<file path="src/rtl/mult_div_unit.sv">
// rtl/mult_div_unit.sv - iterative signed 32x32 multiply / 32/32 divide unit with HI/LO result registers
//
// Ports:
//   clock    - single clock, all state changes on the rising edge
//   reset    - synchronous active-high reset, aborts any operation in flight
//   start    - one-cycle request, accepted only while busy is low
//   op       - 0 = signed multiply, 1 = signed divide (sampled with start)
//   a_in     - multiplicand / dividend
//   b_in     - multiplier / divisor
//   busy     - high from the cycle after an accepted start through the done cycle
//   done     - one-cycle completion pulse
//   div_zero - high in the done cycle of a divide by zero
//   hi_out   - HI register (product high word / remainder)
//   lo_out   - LO register (product low word / quotient)

module mult_div_unit (
    input  logic        clock,
    input  logic        reset,
    input  logic        start,
    input  logic        op,
    input  logic [31:0] a_in,
    input  logic [31:0] b_in,
    output logic        busy,
    output logic        done,
    output logic        div_zero,
    output logic [31:0] hi_out,
    output logic [31:0] lo_out
);

    typedef enum logic [1:0] {
        IDLE   = 2'd0,
        RUN    = 2'd1,
        FINISH = 2'd2
    } state_t;

    state_t      state;
    logic        op_r;
    logic        sign_a;
    logic        sign_b;
    logic [31:0] mag_a;
    logic [31:0] mag_b;
    logic [4:0]  count;
    // mult: {P_hi, remaining multiplier bits}; div: {remainder, quotient}
    logic [63:0] acc;

    logic [31:0] abs_a;
    logic [31:0] abs_b;
    logic [32:0] add_sum;
    logic [32:0] trial;
    logic [63:0] step_acc;
    logic        res_neg;
    logic [63:0] mult_res;
    logic [31:0] div_lo;
    logic [31:0] div_hi;

    always_comb begin
        abs_a = a_in[31] ? (32'd0 - a_in) : a_in;
        abs_b = b_in[31] ? (32'd0 - b_in) : b_in;

        // 33-bit intermediates: the shifted partial product and the shifted
        // remainder can both exceed 32 bits for a single cycle.
        add_sum = {1'b0, acc[63:32]} + {1'b0, mag_a};
        trial   = acc[63:31] - {1'b0, mag_b};

        if (!op_r) begin
            step_acc = acc[0] ? {add_sum, acc[31:1]} : {1'b0, acc[63:1]};
        end else if (trial[32]) begin
            step_acc = {acc[62:0], 1'b0};
        end else begin
            step_acc = {trial[31:0], acc[30:0], 1'b1};
        end

        res_neg  = sign_a ^ sign_b;
        mult_res = res_neg ? (64'd0 - step_acc) : step_acc;
        // Remainder takes the dividend's sign so the quotient truncates toward zero.
        div_lo   = res_neg ? (32'd0 - step_acc[31:0]) : step_acc[31:0];
        div_hi   = sign_a ? (32'd0 - step_acc[63:32]) : step_acc[63:32];
    end

    always_ff @(posedge clock) begin
        if (reset) begin
            state    <= IDLE;
            op_r     <= 1'b0;
            sign_a   <= 1'b0;
            sign_b   <= 1'b0;
            mag_a    <= 32'd0;
            mag_b    <= 32'd0;
            count    <= 5'd0;
            acc      <= 64'd0;
            busy     <= 1'b0;
            done     <= 1'b0;
            div_zero <= 1'b0;
            hi_out   <= 32'd0;
            lo_out   <= 32'd0;
        end else begin
            case (state)
                IDLE: begin
                    if (start) begin
                        op_r   <= op;
                        sign_a <= a_in[31];
                        sign_b <= b_in[31];
                        mag_a  <= abs_a;
                        mag_b  <= abs_b;
                        count  <= 5'd0;
                        acc    <= op ? {32'd0, abs_a} : {32'd0, abs_b};
                        busy   <= 1'b1;
                        if (op && (b_in == 32'd0)) begin
                            // HI/LO deliberately untouched on divide by zero.
                            state    <= FINISH;
                            done     <= 1'b1;
                            div_zero <= 1'b1;
                        end else begin
                            state <= RUN;
                        end
                    end
                end
                RUN: begin
                    acc   <= step_acc;
                    count <= count + 5'd1;
                    if (count == 5'd31) begin
                        state <= FINISH;
                        done  <= 1'b1;
                        if (!op_r) begin
                            hi_out <= mult_res[63:32];
                            lo_out <= mult_res[31:0];
                        end else begin
                            hi_out <= div_hi;
                            lo_out <= div_lo;
                        end
                    end
                end
                FINISH: begin
                    state    <= IDLE;
                    busy     <= 1'b0;
                    done     <= 1'b0;
                    div_zero <= 1'b0;
                end
                default: begin
                    state    <= IDLE;
                    busy     <= 1'b0;
                    done     <= 1'b0;
                    div_zero <= 1'b0;
                end
            endcase
        end
    end

endmodule

</file>
<file path="config.mk">
export PLATFORM = sky130hd
export DESIGN_NAME = mult_div_unit
export DESIGN_NICKNAME = d
export VERILOG_FILES = /design/src/rtl/mult_div_unit.sv
export SDC_FILE = /design/constraint.sdc
export NUM_CORES = 1
export LEC_CHECK = 0
export CAP_MARGIN = 10
export CORE_MARGIN = 2
export CORE_UTILIZATION = 30
export DETAILED_ROUTE_END_ITERATION = 7
export RECOVER_POWER = 50
export SLEW_MARGIN = 20
export SYNTH_ARGS = -nofsm -noshare
export SYNTH_HDL_FRONTEND = slang
export SYNTH_SLANG_ARGS = --single-unit
export TNS_END_PERCENT = 100
</file>
<file path="constraint.sdc">
create_clock -name clock -period 6 [get_ports clock]
set_clock_uncertainty 0.1 [all_clocks]
set_input_delay 1.2 -clock clock [delete_from_list [all_inputs] [get_ports clock]]
set_output_delay 1.2 -clock clock [all_outputs]
set_load 0.01 [all_outputs]
</file>
# == Word level (Yosys, flattened, before mapping) ==
# Index checks and enable logic that the tools add are counted.
# word_totals
register_bits,205
inputBits,68
output_inout_bits,67
elab_cells,65
# classes
addsub,8
eq_ne,5
muxes,26
n_bitwise,2
reduce_logical,11
# op_table
cell,count
$mux 64,5
$mux 32,7
$pmux 64 s2,1
$sub 1x32->32 const A,4
$sub 1x64->64 const A,1
$add 32x32->33,1
$sub 33x32->33,1
$logic_not 32->1,1
$pmux 5 s2,1
$reduce_and 2->1,5
$mux 2,3
$ne 2x2->1 const B,3
$pmux 1 s2,3
$reduce_and 3->1,2
$add 5x1->5 const B,1
$eq 5x5->1 const B,1
$mux 5,1
$mux 1,4
$pmux 2 s2,1
$eq 2x1->1 const B,1
$logic_not 2->1,1
$reduce_bool 2->1,1
$logic_and 1x1->1,1
$not 1->1,1
$xor 1x1->1,1

# == Depth between registers and ports, before layout ==
# Gate-level depths: netlist of run 1.
# logic_depth
ltp_word,6
mapped_depth,25
mapped_depth_nobuf,23

# == Worst setup path before layout of run 1 ==
# No wires, ideal clock.
# synth_timing
kind,reg-to-reg
from,register acc[31]
to,register hi_out[22]
setup_ns,0.070
arrival_time_ns,5.039
slack_ns,0.791
stages_incl_launch_ff,26
n_path_buf,2
period_less_slack_ns,5.209
cell_sequence,dfxtp_1 inv_1 ha_1 inv_1 fa_1 a211oi_1 nor3_2 o21ai_2 a2111oi_4 nor3_2 nor2_2 clkbuf_1 clkbuf_1 a21oi_1 ha_1 o221ai_1 nor2_1 and3_1 nor2b_1 and3_1 or2_2 nand4_1 o41ai_1 xor2_1 nand2_1 a21oi_1
# synth_between
elab_chain_cells,6
elab_cells_between_ends,9
# synth_rtl
element,line_no,rtl
from (decl),44,logic [63:0] acc;
from (signal assigned),105,"acc <= op ? {32'd0, abs_a} : {32'd0, abs_b};"
from (signal assigned),118,acc <= step_acc;
$sub 33x32->33,63,"trial = acc[63:31] - {1'b0, mag_b};"
$mux 64,67,end else if (trial[32]) begin
$mux 64 (*),65,if (!op_r) begin
$sub 1x64->64 / $sub 1x32->32 (equally long branches),"74, 77",
$mux 64 / $mux 32 (equally long branches),"74, 77",
$mux 32 (*),123,if (!op_r) begin
to (signal assigned),124,hi_out <= mult_res[63:32];
to (signal assigned),127,hi_out <= div_hi;
to (decl),26,"output logic [31:0] hi_out,"
# Every way passes the cells marked *; elsewhere a longest branch is shown, timed or not.
# A chain may end at the register's enable or synchronous reset.

# == Final worst setup path of run 1 ==
# layout_timing
from,input reset
to,register acc[33]
# layout_lines
element,line_no,rtl
from (decl),18,"input logic reset,"
# No word-level cell between the ends.

==> results.yml, run 1 <==
clock_network:
  htreeDepth: 1
  clk_latency_ns: 0.56
  clk_pin_slew_ns: 0.07
  cts_max_path_buffers: 3
  hold_buffers: 0
  cts_made_buffers: 25
  cts_tree: "done"
  root_buffer: "clkbuf_16"
  cts-resized-gates: 0
  post_cts_buffers: 0
  cts.sinks: 205
power:
  p_sw_share_pct: 37.9
  p_sw_w: 0.00171
  finalPower_w: 0.00451
  p_leak_nw: 7.19
  p_clk_share_pct: 33.9
  ir_worst_vdd_mv: 0.205
  p_int_w: 0.00280
  power_density_mw_per_mm2: 240
  share_seq_of_total_power_pct: 33.3
  combinationalPowerShare_pct: 32.8
global_route:
  grt_pass1_vias: 15800
  grt-ovfl-total: 0
  antenna_found_initial: 1
  grt_start_max_net_pins: 91
  grt_usage_pct: 22.4
  grt_pass1_wl_mm: 95.1
floorplanning:
  die-width_um: 234
  dieArea_mm2: 0.0549
  io_pins: 135
  row_count: 84
  die_h_um: 234
  start_util_pct: 30.3
  core-area_mm2: 0.0524
setup_path:
  worstSetupStartpointType: "input pin"
  critPathMaxFanout: 90
  required_ns: 6.17
  end_kind: "flip-flop"
  critPathKind: "in2reg"
  cp.arrival_ns: 5.66
drt:
  dr.pass1.iters: 6
  routed_wl_mm: 63.1
  via_per_inst: 5.72
  drtIter0Drc: 1439
  vias: 16700
  drcViolationCount: 0
  final_antenna_net_count: 0
  wire_per_inst_um: 21.6
yosys:
  synth_seq_cells: 205
  synth.most_common_cell: "nand2_1"
  synth_common_cells: "241 x nand2_1, 240 x nor2_1, 216 x a21oi_1"
  ys_seq_area_share_pct: 25.8
  mappedNetlistArea_mm2: 0.0159
  ys_types: 91
  synth_ff_type: "dfxtp_1"
  synth_async_sr_flop_share_pct: 0
  synth_fp_nets: 2266
  synth.avg_cell_area_um2: 7.48
  synthTopCellsByArea: "dfxtp_1 26%, a21oi_1 6.8%, nand2_1 5.7%, nor2_1 5.7%, ha_1 5.5%"
  synth_edf_count: 0
  synth.largest_area_cell: "dfxtp_1"
  yosys.area.top_type_share_pct: 25.8
  synth_warnings: 0
  syn_inst: 2126
cells_and_area:
  n_antenna_cell: 0
  nets: 2352
  fill_cells: 5424
  fin_util_pct: 35.9
  areaGrowthSynthToFinish_pct: 18.4
  drive_above_1_share_pct: 7.09
placement:
  place_congestion: 0.972
  hpwl_mm: 48.3
  port_buffers: 134
timing:
  grt_setup_unrepaired: "false"
  fin_setup_tns_ns: 0
  tightestPinTransition_ns: 4.55
  setup_viol: 0
  whs_ns: 0.349
  finalMaxSlewViolations: 199
  timing.fmax_mhz: 182
  relSlewSlack_pct: -203
  finalHoldViolations: 0
  fin_crit_sh_pct: 91.6
  fin_crit_ns: 5.50
worst_hold_path:
  hp-class: "reg2reg"
status:
  status: "finished with violations"
  violations: "capacitance limit, slew limit"
flow_run:
  timing.max_cap.violations: 3
[stage by stage]
step / instance area [um^2] / setup slack, ns / cells
after global placement: 18000 / 0.447 / 2873
after detailed placement: 18000 / 0.322 / 2873
after global routing: 18800 / 0.194 / 2916
final: 18800 / 0.505 / 2916
after floorplan: 15900 / 0.791 / 2126
after CTS: 18900 / 0.655 / 2916
[routing by layer]
metal | wire length, um | part of all wire, % | up-vias | track usage (%)
met5 | 12 | 0.019 | - | 0
met4 | 3320 | 5.3 | 2 | 11.0
met3 | 3920 | 6.2 | 137 | 2.59
met2 | 28500 | 45 | 643 | 36.1
met1 | 27300 | 43 | 7977 | 29.6
li1 | - | - | 7925 | -
[final cells by class]
cell class	count	area, um^2	area share [%]
Multi-Input combinational cell	1718	11000	58.4
Sequential cell	205	4110	21.8
Timing Repair Buffer	204	1840	9.79
Tap cell	688	861	4.57
Clock buffer	29	661	3.51
Inverter	58	218	1.16
Clock inverter	14	144	0.764
[power by group through the flow]
| stage | clock network (W) | logic (W) | registers [W] |
|---|---|---|---|
| 6_report | 0.00153 | 0.00148 | 0.00150 |
| 5_1_grt | 0.00160 | 0.00159 | 0.00151 |
| 4_1_cts | 0.00155 | 0.00145 | 0.00150 |
| 3_5_place_dp | 0 | 0.00144 | 0.00153 |
| 3_3_place_gp | 0 | 0.00144 | 0.00153 |
| 2_1_floorplan | 0 | 0.000980 | 0.00150 |
[cell usage in the layout, fill, tap and decap left out, types with 11 or more instances in the layout]
cell type	n
ha_1	70
xnor2_1	69
o21a_1	17
dlygate4sd3_1	68
a211oi_1	93
nand4_1	27
dfxtp_1	204
buf_4	66
nand2_1	241
nor4_1	11
o31ai_1	30
nor3_1	39
a21o_1	31
inv_1	57
and2_1	15
a21oi_1	216
o21ai_0	87
clkbuf_16	25
nand2b_1	14
o41ai_1	15
o21bai_1	11
mux2i_1	66
o211ai_1	17
or3_1	21
nor2_1	240
xor2_1	85
nand3_1	59
nor2b_1	12
and3_1	18
or4_1	14
a31oi_1	42
clkdlybuf4s50_1	64
[cells by family (layout without fill, tap and decap cells)]
group / after synthesis / count (layout) / synth area share, %
DFF: 205 / 205 / 25.8
muxes: 77 / 77 / 4.96
and+or+nand+nor: 750 / 750 / 21.9
xor gates and xnor gates: 155 / 155 / 8.54
buffers and inverters: 203 / 305 / 5.13
adders and majority gates: 72 / 72 / 5.76
AOI/OAI and AO/OA: 664 / 664 / 27.9
[sequential cells by signal (all words and copies together), names as in the netlist]
name      flops
sign_b        1
mag_a        32
lo_out       32
div_zero      1
op_r          1
acc          64
state         2
hi_out       32
mag_b        32
count         5
busy          1
done          1
sign_a        1
[worst paths after layout]
kind                                        startpoint                       to  slack [ns]  cells after the start
worst max-delay path                             reset     acc[33]$_SDFFE_PP0P_        0.50                      3
worst min-delay path            hi_out[8]$_SDFFE_PP0P_   hi_out[8]$_SDFFE_PP0P_        0.35                      2
worst min register to register  hi_out[8]$_SDFFE_PP0P_   hi_out[8]$_SDFFE_PP0P_        0.35                      2
worst max register to register    acc[31]$_SDFFE_PP0P_  hi_out[22]$_SDFFE_PP0P_        0.50                     23
[critical path, stage by stage]
cell and delay [ns]:
buf_2 0.96, clkbuf_1 3.27, nor2_1 0.17
Note: power is estimated with default switching activity, not from simulation.
==> inputs of run 2 (changes only) <==
Settings changed: CORE_UTILIZATION 30 to 44, SLEW_MARGIN 20 to 5.
==> run 2 against run 1 <==
The flow still finishes with violations (capacitance limit, slew limit). Worst hold slack better by 0.00060 ns. Final area is 1.5% lower. First-iteration DRC count is 15% higher. Clock power is 3% higher. Largest cell class unchanged. Highest routed layer is now met4.
==> results.yml, run 2 (synthesis results as in run 1) <==
status:
  status: "finished with violations"
  violations: "capacitance limit, slew limit"
cells_and_area:
  fill_cells: 3551
  largest_reg_flops: 64
  drive_above_1_share_pct: 6.88
  final_common_cell: "nand2_1"
  areaGrowthSynthToFinish_pct: 16.6
  top_register: "acc"
  mostFrequentLayoutCells: "241 x nand2_1, 239 x nor2_1, 216 x a21oi_1, 204 x dfxtp_1, 93 x a211oi_1"
  multiInputGateArea_mm2: 0.0110
  seqCellArea_mm2: 0.00411
  nets: 2345
  n_antenna_cell: 0
setup_path:
  end_kind: "flip-flop"
  worstSetupStartpointType: "flip-flop"
  r2r_end: "hi_out[22]$_SDFFE_PP0P_"
  reg2regPathDepth: 17
  required_ns: 6.34
  critPathKind: "reg2reg"
  critPathMaxFanout: 11
  r2r_start: "mag_b[18]$_SDFFE_PP0P_"
  cp.arrival_ns: 5.76
  r2r_slack_ns: 0.58
power:
  power_density_mw_per_mm2: 245
  p_leak_nw: 7.17
  combinationalPowerShare_pct: 32.0
  share_seq_of_total_power_pct: 33.2
  p_int_w: 0.00287
  p_sw_share_pct: 36.7
  ir_worst_vdd_mv: 0.227
  p_sw_w: 0.00167
  p_clk_share_pct: 34.8
clock_network:
  hold_buffers: 0
  post_cts_buffers: 0
  cts_max_path_buffers: 3
  root_buffer: "clkbuf_16"
  cts_tree: "done"
  cts_made_buffers: 25
  htreeDepth: 1
  clk_latency_ns: 0.57
  cts-resized-gates: 0
  cts.sinks: 205
  clk_pin_slew_ns: 0.06
timing:
  finalMaxSlewViolations: 270
  fin_crit_ns: 5.42
  tightestPinTransition_ns: 3.95
  grt_setup_unrepaired: "false"
  relSlewSlack_pct: -163
  fin_crit_sh_pct: 90.3
  finalHoldViolations: 0
  whs_ns: 0.350
  setup_viol: 0
  timing.fmax_mhz: 185
  fin_setup_tns_ns: 0
worst_hold_path:
  hold_depth: 2
  holdPathEnd: "lo_out[19]$_SDFFE_PP0P_"
  hp-class: "reg2reg"
  worst_hold_startpoint: "lo_out[19]$_SDFFE_PP0P_"
global_route:
  grt_start_max_net_pins: 100
  grt_usage_pct: 31.0
  grt_pass1_wl_mm: 92.4
  antenna_found_initial: 0
  grt_pass1_vias: 15500
  grt-ovfl-total: 0
drt:
  dr.pass1.iters: 5
  routed_wl_mm: 60.2
  final_antenna_net_count: 0
  drcViolationCount: 0
  wire_per_inst_um: 22.4
  drtIter0Drc: 1653
  via_per_inst: 6.17
  vias: 16600
floorplanning:
  die_h_um: 194
  io_pins: 135
  start_util_pct: 44.7
  die-width_um: 194
  dieArea_mm2: 0.0377
  row_count: 69
  core-area_mm2: 0.0356
flow_run:
  timing.max_cap.violations: 3
placement:
  hpwl_mm: 45.4
  place_congestion: 1.03
  port_buffers: 134
## run 2: changes by cell type in the layout (fill, tap and decap cells not counted), moves of 2 or more
cell        delta
buf_4          -6
inv_6          -3
clkinvlp_4     +2
clkbuf_8       +3
clkinv_4       -3
clkbuf_1       +3
## run 2: power by group through the flow
stage	clock (W)	sequential, W	combinational, W
CTS	0.00160	0.00150	0.00143
global route	0.00166	0.00151	0.00157
finish	0.00158	0.00151	0.00145
detailed placement	0	0.00153	0.00142
floorplan	0	0.00150	0.000980
global placement	0	0.00153	0.00142
## run 2: routing by layer
metal | vias up | part of all wire, % | GRT usage [%]
met5 | - | 0 | 0
met4 | 0 | 4.3 | 11.9
met3 | 114 | 7.0 | 4.54
met2 | 637 | 44 | 48.5
met1 | 7892 | 45 | 43.2
li1 | 7907 | - | -
## run 2: worst max-delay path by stage
stage	end	depth (start not counted)	from	slack (ns)
6_report	hi_out[22]$_SDFFE_PP0P_	17	mag_b[18]$_SDFFE_PP0P_	0.58
5_1_grt	hi_out[24]$_SDFFE_PP0P_	21	mag_b[18]$_SDFFE_PP0P_	0.11
4_1_cts	hi_out[25]$_SDFFE_PP0P_	19	acc[31]$_SDFFE_PP0P_	0.62
3_5_place_dp	acc[30]$_SDFFE_PP0P_	14	b_in[2]	0.52
3_3_place_gp	acc[31]$_SDFFE_PP0P_	14	a_in[3]	0.52
2_1_floorplan	hi_out[22]$_SDFFE_PP0P_	25	acc[31]$_SDFFE_PP0P_	0.79
## run 2: final cells by class
cell class                 instances  area share [%]
multi-input combinational       1718            59.4
sequential                       205            22.2
timing repair buffer             197            9.68
clock buffer                      36            3.87
tap                              461            3.11
inverter                          58            1.17
clock inverter                     9           0.648
## run 2: critical path, stage by stage (launching register included)
cell and delay (ns):
dfxtp_1 0.33, inv_1 0.08, ha_1 0.44, nand2_1 0.14, nor2_1 0.24, nand4_1 0.24
a2111oi_4 0.63, or3_1 0.62, nand3_1 0.20, a31oi_1 0.39, ha_1 0.29, o31ai_1 0.11
a211oi_2 0.38, nand4_1 0.25, o41ai_1 0.45, xor2_1 0.17, nand2_1 0.07, a21oi_1 0.15
## run 2: per-stage QoR
step                      instance area (um^2)  util (%)  cells  setup WS (ns)  power, W
final                                    18500      52.1   2684          0.583   0.00454
after CTS                                18500      52.1   2684          0.624   0.00453
after global placement                   17700      49.8   2639          0.519   0.00295
after floorplan                          15900         -   2126          0.791   0.00248
after global routing                     18500      52.1   2684          0.108   0.00474
after detailed placement                 17700      49.8   2639          0.518   0.00295
